$ cat src/rtl/ext_int_ctrl_pkg.sv
// Shared definitions for the external-interrupt controller: register map, CTRL layout, FSM states.
package ext_int_ctrl_pkg;

  localparam logic [31:0] BASE_DEFAULT  = 32'h0000_7f20;
  localparam int unsigned CNT_W_DEFAULT = 32;

  // Word selects within the 16-byte window (addr[3:2])
  localparam logic [1:0] OFF_ACK    = 2'd0;
  localparam logic [1:0] OFF_CTRL   = 2'd1;
  localparam logic [1:0] OFF_PRESET = 2'd2;
  localparam logic [1:0] OFF_STATUS = 2'd3;

  // CTRL bit positions
  localparam int unsigned CTRL_EN       = 0;
  localparam int unsigned CTRL_PERIODIC = 1;
  localparam int unsigned CTRL_EXT_EN   = 2;

  typedef struct packed {
    logic ext_en;
    logic periodic;
    logic en;
  } ctrl_t;

  typedef enum logic [1:0] {
    ST_IDLE    = 2'd0,
    ST_COUNT   = 2'd1,
    ST_PENDING = 2'd2
  } state_e;

  // Replace only the bytes selected by be
  function automatic logic [31:0] byte_merge(input logic [31:0] old_val,
                                             input logic [31:0] new_val,
                                             input logic [3:0]  be);
    logic [31:0] res;
    for (int i = 0; i < 4; i++) begin
      res[8*i +: 8] = be[i] ? new_val[8*i +: 8] : old_val[8*i +: 8];
    end
    return res;
  endfunction

endpackage

$ cat src/rtl/ext_int_ctrl_sync_edge_det.sv
// Two-flop synchronizer for an asynchronous line plus a one-cycle rising-edge pulse.
module sync_edge_det (
  input  logic clk,
  input  logic reset,
  input  logic d_async,
  output logic rise_c
);

  logic sync1_q;
  logic sync2_q;
  logic prev_q;

  // Synchronize the raw line and keep one cycle of history for edge detection
  always_ff @(posedge clk or posedge reset) begin
    if (reset) begin
      sync1_q <= 1'b0;
      sync2_q <= 1'b0;
      prev_q  <= 1'b0;
    end else begin
      sync1_q <= d_async;
      sync2_q <= sync1_q;
      prev_q  <= sync2_q;
    end
  end

  assign rise_c = sync2_q & ~prev_q;

endmodule

$ cat src/rtl/ext_int_ctrl.sv
// Memory-mapped interrupt source: programmable countdown or external trigger, held until ACK.
module ext_int_ctrl
  import ext_int_ctrl_pkg::*;
#(
  parameter logic [31:0] BASE  = BASE_DEFAULT,
  parameter int unsigned CNT_W = CNT_W_DEFAULT
) (
  input  logic        clk,
  input  logic        reset,
  input  logic [31:0] addr,
  input  logic [31:0] wdata,
  input  logic [3:0]  byteen,
  output logic [31:0] rdata,
  input  logic        ext_trig,
  output logic        interrupt
);

  logic             hit;
  logic [1:0]       sel;
  logic             wr;
  logic             ack_wr;
  logic             ctrl_wr;
  logic             preset_wr;
  ctrl_t            ctrl_q;
  ctrl_t            ctrl_new;
  logic [CNT_W-1:0] preset_q;
  logic [CNT_W-1:0] count_q;
  logic [CNT_W-1:0] count_d;
  logic [CNT_W-1:0] count_load;
  state_e           state_q;
  state_e           state_d;
  logic             missed_q;
  logic             missed_d;
  logic             irq_d;
  logic             clr_en;
  logic             ext_rise_c;
  logic             ext_ok;
  logic             unused_addr_lsb;

  assign hit        = (addr[31:4] == BASE[31:4]);
  assign sel        = addr[3:2];
  assign wr         = hit && (byteen != 4'h0);
  assign ack_wr     = wr && (sel == OFF_ACK);
  assign ctrl_wr    = wr && (sel == OFF_CTRL);
  assign preset_wr  = wr && (sel == OFF_PRESET);
  assign count_load = (preset_q == '0) ? CNT_W'(1) : preset_q;
  assign ext_ok     = ext_rise_c & ctrl_q.en & ctrl_q.ext_en;
  assign unused_addr_lsb = ^addr[1:0];

  sync_edge_det u_ext_sync (
    .clk     (clk),
    .reset   (reset),
    .d_async (ext_trig),
    .rise_c  (ext_rise_c)
  );

  // CTRL value that a write this cycle would leave behind (only byte 0 holds bits)
  always_comb begin
    ctrl_new = ctrl_q;
    if (byteen[0]) begin
      ctrl_new.en       = wdata[CTRL_EN];
      ctrl_new.periodic = wdata[CTRL_PERIODIC];
      ctrl_new.ext_en   = wdata[CTRL_EXT_EN];
    end
  end

  // Software-visible configuration registers; one-shot ACK clears EN
  always_ff @(posedge clk or posedge reset) begin
    if (reset) begin
      ctrl_q   <= '0;
      preset_q <= '0;
    end else begin
      if (ctrl_wr) begin
        ctrl_q <= ctrl_new;
      end else if (clr_en) begin
        ctrl_q.en <= 1'b0;
      end
      if (preset_wr) begin
        preset_q <= CNT_W'(byte_merge(32'(preset_q), wdata, byteen));
      end
    end
  end

  // FSM state, counter, sticky MISSED and registered interrupt
  always_ff @(posedge clk or posedge reset) begin
    if (reset) begin
      state_q   <= ST_IDLE;
      count_q   <= '0;
      missed_q  <= 1'b0;
      interrupt <= 1'b0;
    end else begin
      state_q   <= state_d;
      count_q   <= count_d;
      missed_q  <= missed_d;
      interrupt <= irq_d;
    end
  end

  // Next-state: disabling CTRL write wins, then per-state countdown / trigger / ACK handling
  always_comb begin
    state_d  = state_q;
    count_d  = count_q;
    missed_d = missed_q;
    clr_en   = 1'b0;
    if (ctrl_wr && !ctrl_new.en) begin
      state_d = ST_IDLE;
    end else begin
      case (state_q)
        ST_IDLE: begin
          if (ext_ok) begin
            state_d = ST_PENDING;
          end else if (ctrl_q.en) begin
            state_d = ST_COUNT;
            count_d = count_load;
          end
        end
        ST_COUNT: begin
          if (ext_ok) begin
            state_d = ST_PENDING;
          end else if (count_q <= CNT_W'(1)) begin
            state_d = ST_PENDING;
            count_d = '0;
          end else begin
            count_d = count_q - CNT_W'(1);
          end
        end
        ST_PENDING: begin
          if (ack_wr) begin
            missed_d = 1'b0;
            if (ctrl_q.periodic && ctrl_q.en) begin
              state_d = ST_COUNT;
              count_d = count_load;
            end else begin
              state_d = ST_IDLE;
              clr_en  = 1'b1;
            end
          end else if (ext_ok) begin
            missed_d = 1'b1;
          end
        end
        default: begin
          state_d = ST_IDLE;
        end
      endcase
    end
    irq_d = (state_d == ST_PENDING);
  end

  // Combinational read mux; zero outside the window
  always_comb begin
    rdata = '0;
    if (hit) begin
      case (sel)
        OFF_CTRL:   rdata = {29'd0, ctrl_q};
        OFF_PRESET: rdata = 32'(preset_q);
        OFF_STATUS: rdata = {count_q[15:0], 13'd0, missed_q, state_q};
        default:    rdata = '0;
      endcase
    end
  end

endmodule
$ cat config.mk
export PLATFORM = sky130hd
export DESIGN_NAME = ext_int_ctrl
export DESIGN_NICKNAME = d
export VERILOG_FILES = /design/src/rtl/ext_int_ctrl_pkg.sv /design/src/rtl/ext_int_ctrl_sync_edge_det.sv /design/src/rtl/ext_int_ctrl.sv
export SDC_FILE = /design/constraint.sdc
export NUM_CORES = 1
export LEC_CHECK = 0
export CORE_MARGIN = 10
export CORE_UTILIZATION = 30
export CTS_CLUSTER_SIZE = 24
export DETAILED_ROUTE_END_ITERATION = 6
export PLACE_DENSITY = 0.65
export SLEW_MARGIN = 20
export SYNTH_ARGS = -nofsm -noshare
export SYNTH_HDL_FRONTEND = slang
export SYNTH_SLANG_ARGS = --single-unit
$ cat constraint.sdc
create_clock -name clk -period 6.7 [get_ports clk]
set_input_delay 0.67 -clock clk [delete_from_list [all_inputs] [get_ports clk]]
set_output_delay 0.67 -clock clk [all_outputs]
set_load 0.03 [all_outputs]
# Word-level counts from Yosys, hierarchy flattened
# Index checks and enable logic that the tools add are counted.
# word_totals
wordCells,81
ff_bits,74
# classes
muxes,27
bitwise_logic,5
magnitude_cmp,1
reduce_logical,21
addsub,1
n_eq_ne,12
# op_table
op,count
$mux 32,8
$pmux 32 s3,2
$le 32x1->1 const B,1
$logic_not 32->1,1
$sub 32x1->32 const B,1
$eq 28x11->1 const B,1
$mux 2,6
$mux 1,10
$ne 2x2->1 const B,5
$reduce_and 2->1,5
$eq 2x2->1 const B,4
$reduce_and 7->1,1
$logic_and 1x1->1,6
$pmux 2 s3,1
$eq 2x1->1 const B,2
$logic_not 2->1,2
$reduce_bool 2->1,2
$reduce_bool 4->1,1
$and 1x1->1,3
$reduce_and 3->1,1
$reduce_bool 3->1,1
$not 1->1,2
$logic_not 1->1,1

# Logic depth before layout (Yosys ltp)
# Gate-level depths: netlist of run 1.
# logic_depth
ltp_word,8
mapped_depth,8
depth_no_buf,7

# Cells and area by module
# Synthesis of run 1 repeated with hierarchy kept, for this count alone.
# unflattened
cells_unflattened,477
hier_area_um2,4389.2
# by_module_without_submodules
module,area_per_inst_um2,cells_per_inst,instances
ext_int_ctrl,4296.6,472,1
sync_edge_det,92.6,5,1

# Worst setup path before layout of run 1
# OpenSTA, ideal clock, no wires.
# synth_path
kind,input to output
startpoint,in addr[15]
endpoint,out rdata[10]
arrival_time_ns,2.477
required_time_ns,6.030
setup_slack_ns,3.553
cell_stages,6
path_cell_list,or4b_1 > nor3_2 > nand3_1 > nor2_2 > clkbuf_1 > and2_1
# synth_via
elab_chain_len,2
# synth_rtl
element,line_no,text
start: declaration,ext_int_ctrl.sv:10,"input logic [31:0] addr,"
$eq 28x11->1,ext_int_ctrl.sv:40,assign hit = (addr[31:4] == BASE[31:4]);
$mux 32,ext_int_ctrl.sv:152,if (hit) begin
end: declaration,ext_int_ctrl.sv:13,"output logic [31:0] rdata,"
# No other way between the ends.

# Worst setup path after layout of run 1
# layout_path
startpoint,in addr[15]
endpoint,out rdata[7]
# Same word-level chain as after synthesis.

==> metrics.yaml, run 1 <==
outcome: "complete, no violations"
numCtsBuffers: 9
fin_ws_ps: 2320
dr.pass1.iters: 6
synth_edf_count: 0
yosysTopAreaCell: "dfrtp_1"
grt_pass1_wl_um: 23600
critPathMaxStageDelay_ps: 670
place_congestion: 0.883
die_x_um: 142
gr-usage-met3_pct: 3.70
crit_fanout: 17
synth.area.top_cells: "dfrtp_1 42%, mux2_2 9.4%, a22o_1 4.1%, mux2i_1 3.8%, o21ai_0 3.4%"
wire_per_inst_um: 19.4
yosys_warnings: 0
intPower_uw: 860
fmax_mhz: 228
critical_path_arrival_ps: 3710
grt.total_usage_pct: 14.4
ir_drop_v: 0.000118
via_count: 4257
synthFlopType: "dfrtp_1"
synth_seq_cells: 74
via_per_inst: 5.68
critPathMostFrequentCell: "clkdlybuf4s50_1"
clkPwrFrac_pct: 52.0
hpwl_um: 10700
crit_type: "input port to primary output"
drtIter0Drc: 365
rows: 44
skew_ps: 4.22
p_comb_share_pct: 6.0
synth_cell_types: 55
clock_latency_ps: 330
use_met1_pct: 17.3
p_leak_nw: 2.38
setup_tns_ps: 0
syn_area_sq_mm: 0.00445
hold_viol: 0
netlist.area_leader.share_pct: 41.6
cp_slowest_cell: "clkdlybuf4s50_1"
power.switching_uw: 206
cts_tree: "done"
busiest_layer: "met2"
synth_cells: 473
p_per_area_mw_per_mm2: 179
grt_overflow: 0
instances_no_fill: 749
cts.sinks: 74
synth_nets: 546
fin_crit_ps: 4380
path_buf_inv: 3
wirelength_um: 14500
place_ws_ps: 2280
post_cts_resized: 0
avgSynthCellArea_sq_um: 9.42
die-area_sq_mm: 0.0201
startpoint_type: "input port"
crit_family: "simple AND/OR/NAND/NOR gates"
maxSlewViolCount: 0
async_flop_share_pct: 100
fin_crit_sh_pct: 65.4
rsz0062_at_grt: "no"
sw_frac_of_total_pct: 19.3
critPathRequiredTime_ps: 6030
die_h_um: 142
power_frac_seq_pct: 42.1
grt_max_degree: 75
worstSetupEndpointType: "primary output"
cts_setup_buffers: 0
met2_usage_pct: 24.2
synthTopCellsByCount: "74 x dfrtp_1, 37 x mux2_2, 37 x nand2_1"
drive_above_1_share_pct: 12.2
start_util_pct: 30.6
area_growth_pct: 33.6
cts.clk_slew.worst_paths_ps: 60
max-cap-violations: 0
core_area_sq_mm: 0.0145
io_pins: 104
grt_pass1_vias: 4374
path_cells: "clkdlybuf4s50_1 > or4b_1 > nor3_2 > nand3_1 > buf_4 > nor2_2 > and2_1 > clkdlybuf4s50_1"
cts_htree_levels: 3
antenna_found_initial: 0
numPortBuffers: 101
clock_path_buffers: 2
slew_headroom_pct: 38.5
ant_nets: 0
setup_viol: 0
worstMarginPinSlew_ps: 923
synth.most_common_cell: "dfrtp_1"
p_total_mw: 1.07
antenna_cells: 0
nets: 634
hold_class: "flop to flop"
yosysSeqAreaShare_pct: 41.6
holdBufCountCts: 0
dp.cells: 734
cts_root_buf: "clkbuf_16"
drc_errors: 0
## worst paths after layout
path / startpoint / endpoint / slack (ps) / cells after the start
min in group asynchronous: reset / count_q[29]$_DFFE_PP0P_ / 950 / 3
worst min register to register: u_ext_sync.sync1_q$_DFF_PP0_ / u_ext_sync.sync2_q$_DFF_PP0_ / 360 / 0
worst min-delay path: u_ext_sync.sync1_q$_DFF_PP0_ / u_ext_sync.sync2_q$_DFF_PP0_ / 360 / 0
max in group asynchronous: reset / count_q[17]$_DFFE_PP0P_ / 5160 / 3
worst max-delay path: addr[15] / rdata[7] / 2320 / 8
worst max register to register: count_q[2]$_DFFE_PP0P_ / count_q[28]$_DFFE_PP0P_ / 3150 / 6
## metal layers
layer	wire [um]	share of wire (%)
met1	5980	41
met2	7210	50
met3	1050	7.2
met4	269	1.9
met5	0	0
## cells in the final DEF, fill, tap and decap left out, types with 14 or more instances in the layout
| master | n |
|---|---|
| clkdlybuf4s50_1 | 101 |
| nand2_1 | 37 |
| mux2_2 | 37 |
| nor3_1 | 20 |
| and2_1 | 14 |
| o21ai_1 | 19 |
| nor4_1 | 23 |
| nor2_1 | 36 |
| o21ai_0 | 30 |
| mux2i_1 | 17 |
| dfrtp_1 | 74 |
| a22o_1 | 21 |
## power groups by stage
stage               Sequential, mW  Combinational, mW  Clock, mW
floorplan                    0.456             0.0182          0
global placement             0.456             0.0633          0
detailed placement           0.456             0.0647          0
CTS                          0.448             0.0649      0.563
global route                 0.448             0.0688      0.582
finish                       0.448             0.0636      0.554
## flip-flops by register name, indices dropped and copies added (netlist names)
register,count
missed_q,1
interrupt,1
u_ext_sync.sync2_q,1
ctrl_q,3
preset_q,32
u_ext_sync.prev_q,1
count_q,32
state_q,2
u_ext_sync.sync1_q,1
## worst reg2reg max path, cell delays in order (launching register included)
cell and delay, ps:
dfrtp_1 470, nor4_1 700, o21ai_0 380, nor4_4 740, or2b_2 650, o21ai_0 220, a22o_1 270
## kinds of logic (layout without fill, tap and decap cells)
group	Yosys count	after routing	share of synthesized area, %
compound gates	119	119	17.7
mux	54	54	13.2
buf+inv	34	126	3.34
simple gates	190	190	23.7
fa+ha+maj	2	2	0.562
flops	74	74	41.6
## per-stage QoR
step | instance area (sq um) | hold slack (ps) | utilization [%]
floorplan | 4450 | 331 | -
global placement | 5610 | 333 | 38.6
detailed placement | 5610 | 346 | 38.6
CTS | 5950 | 360 | 41.0
global route | 5950 | 366 | 41.0
finish | 5950 | 357 | 41.0
## area by class of cell
cell class / instances / area (sq um)
fill: 1440 / 8580
timing repair buffer: 106 / 1050
multi-input combinational: 365 / 2460
clock inverter: 5 / 103
tap: 184 / 230
clock buffer: 10 / 239
inverter: 5 / 18.8
sequential: 74 / 1850
Note: power is estimated with default switching activity, not from simulation.
==> run 2, diff against run 1 <==
- PLACE_DENSITY: 0.65 -> 0.67
- clock period: 6.7 -> 3.7 ns (I/O delays scaled with it)
==> metrics.yaml, run 2 (synthesis results as in run 1) <==
outcome: "complete, no violations"
instances_no_fill: 756  # +0.93%
grt_pass1_vias: 4222  # -3.5%
cts.clk_slew.worst_paths_ps: 60  # about the same
cts_tree: "done"
rr_endpoint: "count_q[25]$_DFFE_PP0P_"
drtIter0Drc: 302  # -17%
drive_above_1_share_pct: 15.6  # +3.3 points
rows: 44  # unchanged
rsz0062_at_grt: "no"
p_per_area_mw_per_mm2: 334  # +86%
reg.largest.list: "count_q (32), preset_q (32), ctrl_q (3)"
fin_crit_sh_pct: 88.6
numCtsBuffers: 9  # unchanged
cp_slowest_cell: "clkdlybuf4s50_1"
p_total_mw: 2.00  # +88%
holdBufCountCts: 0  # unchanged
grt_overflow: 0  # unchanged
crit_fanout: 17  # unchanged
dr.pass1.iters: 5  # -1
crit_end: "rdata[19]"
cp.depth: 7  # -1
r2r_setup_slack_ps: 980  # -2170 ps
grt_max_degree: 51  # -32%
critPathRequiredTime_ps: 3330  # -2700 ps
fin_crit_ps: 3280
post_cts_resized: 0  # unchanged
place_congestion: 0.905  # +2.5%
die-area_sq_mm: 0.0201  # unchanged
hpwl_um: 10800  # +1.3%
crit_family: "buffers and inverters"
cts_root_buf: "clkbuf_16"
hold_viol: 0  # unchanged
slew_headroom_pct: 34.8  # -3.7 points
setup_tns_ps: 0  # unchanged
ir_drop_v: 0.000248  # +110%
start_util_pct: 30.6  # unchanged
whs_ps: 350  # -6.90 ps
skew_ps: 10.3  # +6.09 ps
critPathMaxStageDelay_ps: 700  # +30 ps
maxSlewViolCount: 0  # unchanged
wire_per_inst_um: 19.0  # -2.0%
path_cells: "clkdlybuf4s50_1 > or4b_1 > nor3_2 > nand3_1 > buf_4 > nor2_1 > clkdlybuf4s50_1"
fin_ws_ps: 421  # -1890 ps
die_x_um: 142  # unchanged
via_count: 4223  # -0.80%
power_frac_seq_pct: 40.5  # -1.6 points
cts.sinks: 74  # unchanged
critPathLaunch: "addr[15]"
critical_path_arrival_ps: 2910  # -800 ps
clock_path_buffers: 2  # unchanged
antenna_cells: 0  # unchanged
setup_viol: 0  # unchanged
place_ws_ps: 384  # -1900 ps
min_from: "u_ext_sync.sync1_q$_DFF_PP0_"
dp.cells: 740  # +0.82%
intPower_mw: 1.61  # +88%
startpoint_type: "input port"
crit_type: "input port to primary output"
worstMarginPinSlew_ps: 979  # +56.0 ps
sw_frac_of_total_pct: 19.5  # +0.16 points
area_growth_pct: 34.7
power.switching_uw: 389  # +89%
numPortBuffers: 101  # unchanged
layout_commonest_cell: "clkdlybuf4s50_1"
layout_common_cells: "88 x clkdlybuf4s50_1, 74 x dfrtp_1, 37 x nand2_1, 37 x mux2_2, 36 x nor2_1"
grt_pass1_wl_um: 22900  # -2.8%
clkPwrFrac_pct: 53.7  # +1.7 points
cts_htree_levels: 3  # unchanged
hold_class: "flop to flop"
io_pins: 104  # unchanged
grt.total_usage_pct: 14.0  # -0.34 points
cts_setup_buffers: 0  # unchanged
wirelength_um: 14400  # -1.1%
ant_nets: 0  # unchanged
antenna_found_initial: 0  # unchanged
path_buf_inv: 3  # unchanged
p_leak_nw: 2.46  # +3.2%
p_comb_share_pct: 5.8  # -0.2 points
r2r_cells: 6  # unchanged
die_h_um: 142  # unchanged
nets: 640  # +0.95%
max-cap-violations: 0  # unchanged
drc_errors: 0  # unchanged
worstSetupEndpointType: "primary output"
critPathMostFrequentCell: "clkdlybuf4s50_1"
via_per_inst: 5.59  # -1.7%
core_area_sq_mm: 0.0145  # unchanged
timing.rr.start: "count_q[12]$_DFFE_PP0P_"
fmax_mhz: 305
clock_latency_ps: 340  # about the same
-- run 2: cell types whose count changed in the layout (fill, tap and decap cells not counted) --
cell / before / now
buf_4: 5 / 23
clkdlybuf4s50_1: 101 / 88
bufinv_16: 3 / 4
buf_12: 0 / 1
clkbuf_8: 1 / 0
clkinv_4: 0 / 1
-- run 2: power by group through the flow --
stage / Combinational [mW] / Sequential [mW] / Clock (mW)
after global routing: 0.126 / 0.811 / 1.13
after floorplan: 0.0329 / 0.826 / 0
final: 0.117 / 0.811 / 1.07
after detailed placement: 0.118 / 0.826 / 0
after CTS: 0.118 / 0.811 / 1.09
after global placement: 0.115 / 0.826 / 0
-- run 2: per-layer routing --
layer / part of all wire (%) / vias to the layer above / track usage, %
met5: 0 / - / 0
met4: 2.6 / 0 / 5.49
met3: 5.8 / 39 / 3.27
met2: 49 / 161 / 22.8
met1: 43 / 2058 / 17.6
li1: - / 1965 / -
-- run 2: how the worst min path moves through the flow --
stage / to / cells past startpoint / slack [ps]
2_1_floorplan: u_ext_sync.sync2_q$_DFF_PP0_ / 0 / 330
4_1_cts: u_ext_sync.sync2_q$_DFF_PP0_ / 0 / 350
3_5_place_dp: u_ext_sync.sync2_q$_DFF_PP0_ / 0 / 340
6_report: u_ext_sync.sync2_q$_DFF_PP0_ / 0 / 350
3_3_place_gp: u_ext_sync.sync2_q$_DFF_PP0_ / 0 / 330
5_1_grt: u_ext_sync.sync2_q$_DFF_PP0_ / 0 / 370
-- run 2: through the flow --
stage / cell area (sq um) / util, %
floorplan: 4450 / -
global placement: 5640 / 38.8
detailed placement: 5640 / 38.8
CTS: 6000 / 41.3
global route: 6000 / 41.3
finish: 6000 / 41.3
-- run 2: cell type report --
cell class,count,area (sq um)
clock buffers,9,225
clock inverters,7,141
fillers,1452,8530
inverters,5,18.8
multi-input cells,365,2460
flip-flops and latches,74,1850
well taps,184,230
repair buffers,112,1070
==> run 3, diff against run 2 <==
==> constraint.sdc (replaced) <==
create_clock -name clk -period 3.7 [get_ports clk]
set_input_delay 0.555 -clock clk [delete_from_list [all_inputs] [get_ports clk]]
set_output_delay 0.555 -clock clk [all_outputs]
set_load 0.03 [all_outputs]
==> metrics.yaml, run 3 (synthesis results as in run 1) <==
worstSetupEndpointType: "primary output"
worstHoldEndpoint: "u_ext_sync.sync2_q$_DFF_PP0_"
clock_latency_ps: 340  # about the same
cts_tree: "done"
rsz0062_at_grt: "no"
met2_length_um: 6940  # -1.4%
clock_path_buffers: 2  # unchanged
cts_setup_buffers: 0  # unchanged
nets: 641  # +0.16%
ir_drop_v: 0.000208  # -16%
core_area_sq_mm: 0.0145  # unchanged
outcome: "complete, no violations"
setup_tns_ps: 0  # unchanged
via_count: 4201  # -0.52%
drtIter0Drc: 288  # -4.6%
dp.cells: 741  # +0.14%
hpwl_um: 10700  # -0.58%
instances_no_fill: 757  # +0.13%
layout_commonest_cell: "dfrtp_1"
place_ws_ps: 262  # -122 ps
grt_pass1_wl_um: 23400  # +2.1%
cts_htree_levels: 3  # unchanged
area_growth_pct: 35.5
die-area_sq_mm: 0.0201  # unchanged
r2r_setup_slack_ps: 920  # -60 ps
p_total_mw: 1.97  # -1.5%
hold_class: "flop to flop"
cts.sinks: 74  # unchanged
antenna_cells: 0  # unchanged
hold_depth: 0  # unchanged
p_leak_nw: 2.51  # +2.4%
grt.total_usage_pct: 14.4  # +0.34 points
post_cts_resized: 0  # unchanged
drc_errors: 0  # unchanged
maxSlewViolCount: 0  # unchanged
wire_per_inst_um: 19.1  # +0.43%
grt_max_degree: 51  # unchanged
fmax_mhz: 296  # -2.9%
startpoint_type: "input port"
setup_viol: 0  # unchanged
worstMarginPinSlew_ps: 930  # -48.6 ps
hold_viol: 0  # unchanged
via_per_inst: 5.55  # -0.65%
critPathRequiredTime_ps: 3140  # -190 ps
cts_root_buf: "clkbuf_16"
critical_path_arrival_ps: 2820  # -90 ps
rows: 44  # unchanged
io_pins: 104  # unchanged
start_util_pct: 30.6  # unchanged
place_congestion: 0.898  # -0.78%
whs_ps: 350  # -0.307 ps
reg.largest.list: "count_q (32), preset_q (32), ctrl_q (3)"
cts.clk_slew.worst_paths_ps: 60  # about the same
p_per_area_mw_per_mm2: 327  # -2.1%
wirelength_um: 14400  # +0.56%
rr_endpoint: "count_q[15]$_DFFE_PP0P_"
skew_ps: 9.13  # -1.18 ps
fin_ws_ps: 324  # -96.2 ps
crit_type: "input port to primary output"
highest_layer: "met4"
fin_crit_ps: 3380  # +96.2 ps
ant_nets: 0  # unchanged
r2r_cells: 7  # +1
layout_common_cells: "74 x dfrtp_1, 69 x clkdlybuf4s50_1, 37 x nand2_1, 37 x mux2_2"
slew_headroom_pct: 38.0  # +3.2 points
fin_crit_sh_pct: 91.2  # +2.6 points
timing.rr.start: "count_q[26]$_DFFE_PP0P_"
numPortBuffers: 101  # unchanged
max-cap-violations: 0  # unchanged
die_h_um: 142  # unchanged
crit_fanout: 15  # -2
wl_met3_um: 1110  # +34%
wl_met1_um: 5840  # -4.5%
grt_overflow: 0  # unchanged
holdBufCountCts: 0  # unchanged
drive_above_1_share_pct: 18.8  # +3.3 points
numCtsBuffers: 9  # unchanged
grt_pass1_vias: 4366  # +3.4%
die_x_um: 142  # unchanged
dr.pass1.iters: 5  # unchanged
antenna_found_initial: 0  # unchanged
min_from: "u_ext_sync.sync1_q$_DFF_PP0_"
==> run 3: cell count changes in the layout (fill, tap and decap cells not counted), sizes merged <==
| cell | before | now |
|---|---|---|
| clkbuf | 9 | 12 |
| clkinv | 2 | 0 |
| buf | 24 | 44 |
| bufinv | 4 | 3 |
| clkdlybuf4s50 | 88 | 69 |
==> run 3: per-stage QoR <==
stage / cell area (sq um) / util, %
6_report: 6040 / 41.5
2_1_floorplan: 4450 / -
5_1_grt: 6040 / 41.5
3_3_place_gp: 5680 / 39.1
4_1_cts: 6040 / 41.5
3_5_place_dp: 5680 / 39.1
==> run 3: worst max path at each step <==
stage | to | depth (start not counted) | slack (ps) | from
final | rdata[13] | 7 | 320 | addr[15]
after floorplan | rdata[10] | 6 | 780 | addr[15]
after global routing | rdata[12] | 7 | 180 | addr[15]
after CTS | rdata[12] | 7 | 290 | addr[15]
after global placement | preset_q[25]$_DFFE_PP0P_ | 8 | 340 | addr[15]
after detailed placement | preset_q[31]$_DFFE_PP0P_ | 8 | 260 | addr[15]
==> run 3: power breakdown <==
part	total (mW)	switching, mW	internal (mW)
logic	0.117	0.0411	0.0760
registers	0.811	0.000453	0.811
clock network	1.04	0.347	0.696
total	1.97	0.389	1.58
==> run 3: cell type report <==
cell class	count	area [sq um]
tap	184	230
fill	1435	8500
clock buffer	12	256
multi-input combinational	365	2460
timing repair buffer	113	1120
clock inverter	4	97.6
sequential	74	1850
inverter	5	18.8
==> run 3: metal layers <==
layer	GRT usage (%)	vias up
met5	0	-
met4	7.58	0
met3	3.54	44
met2	23.1	188
met1	17.3	1999
li1	-	1970
==> run 3: worst max-delay path, stage by stage <==
cell and delay, ps:
clkdlybuf4s50_1 400, or4b_1 550, nor3_2 310, nand3_1 180, nor2_2 450, and2_1 220
buf_4 160
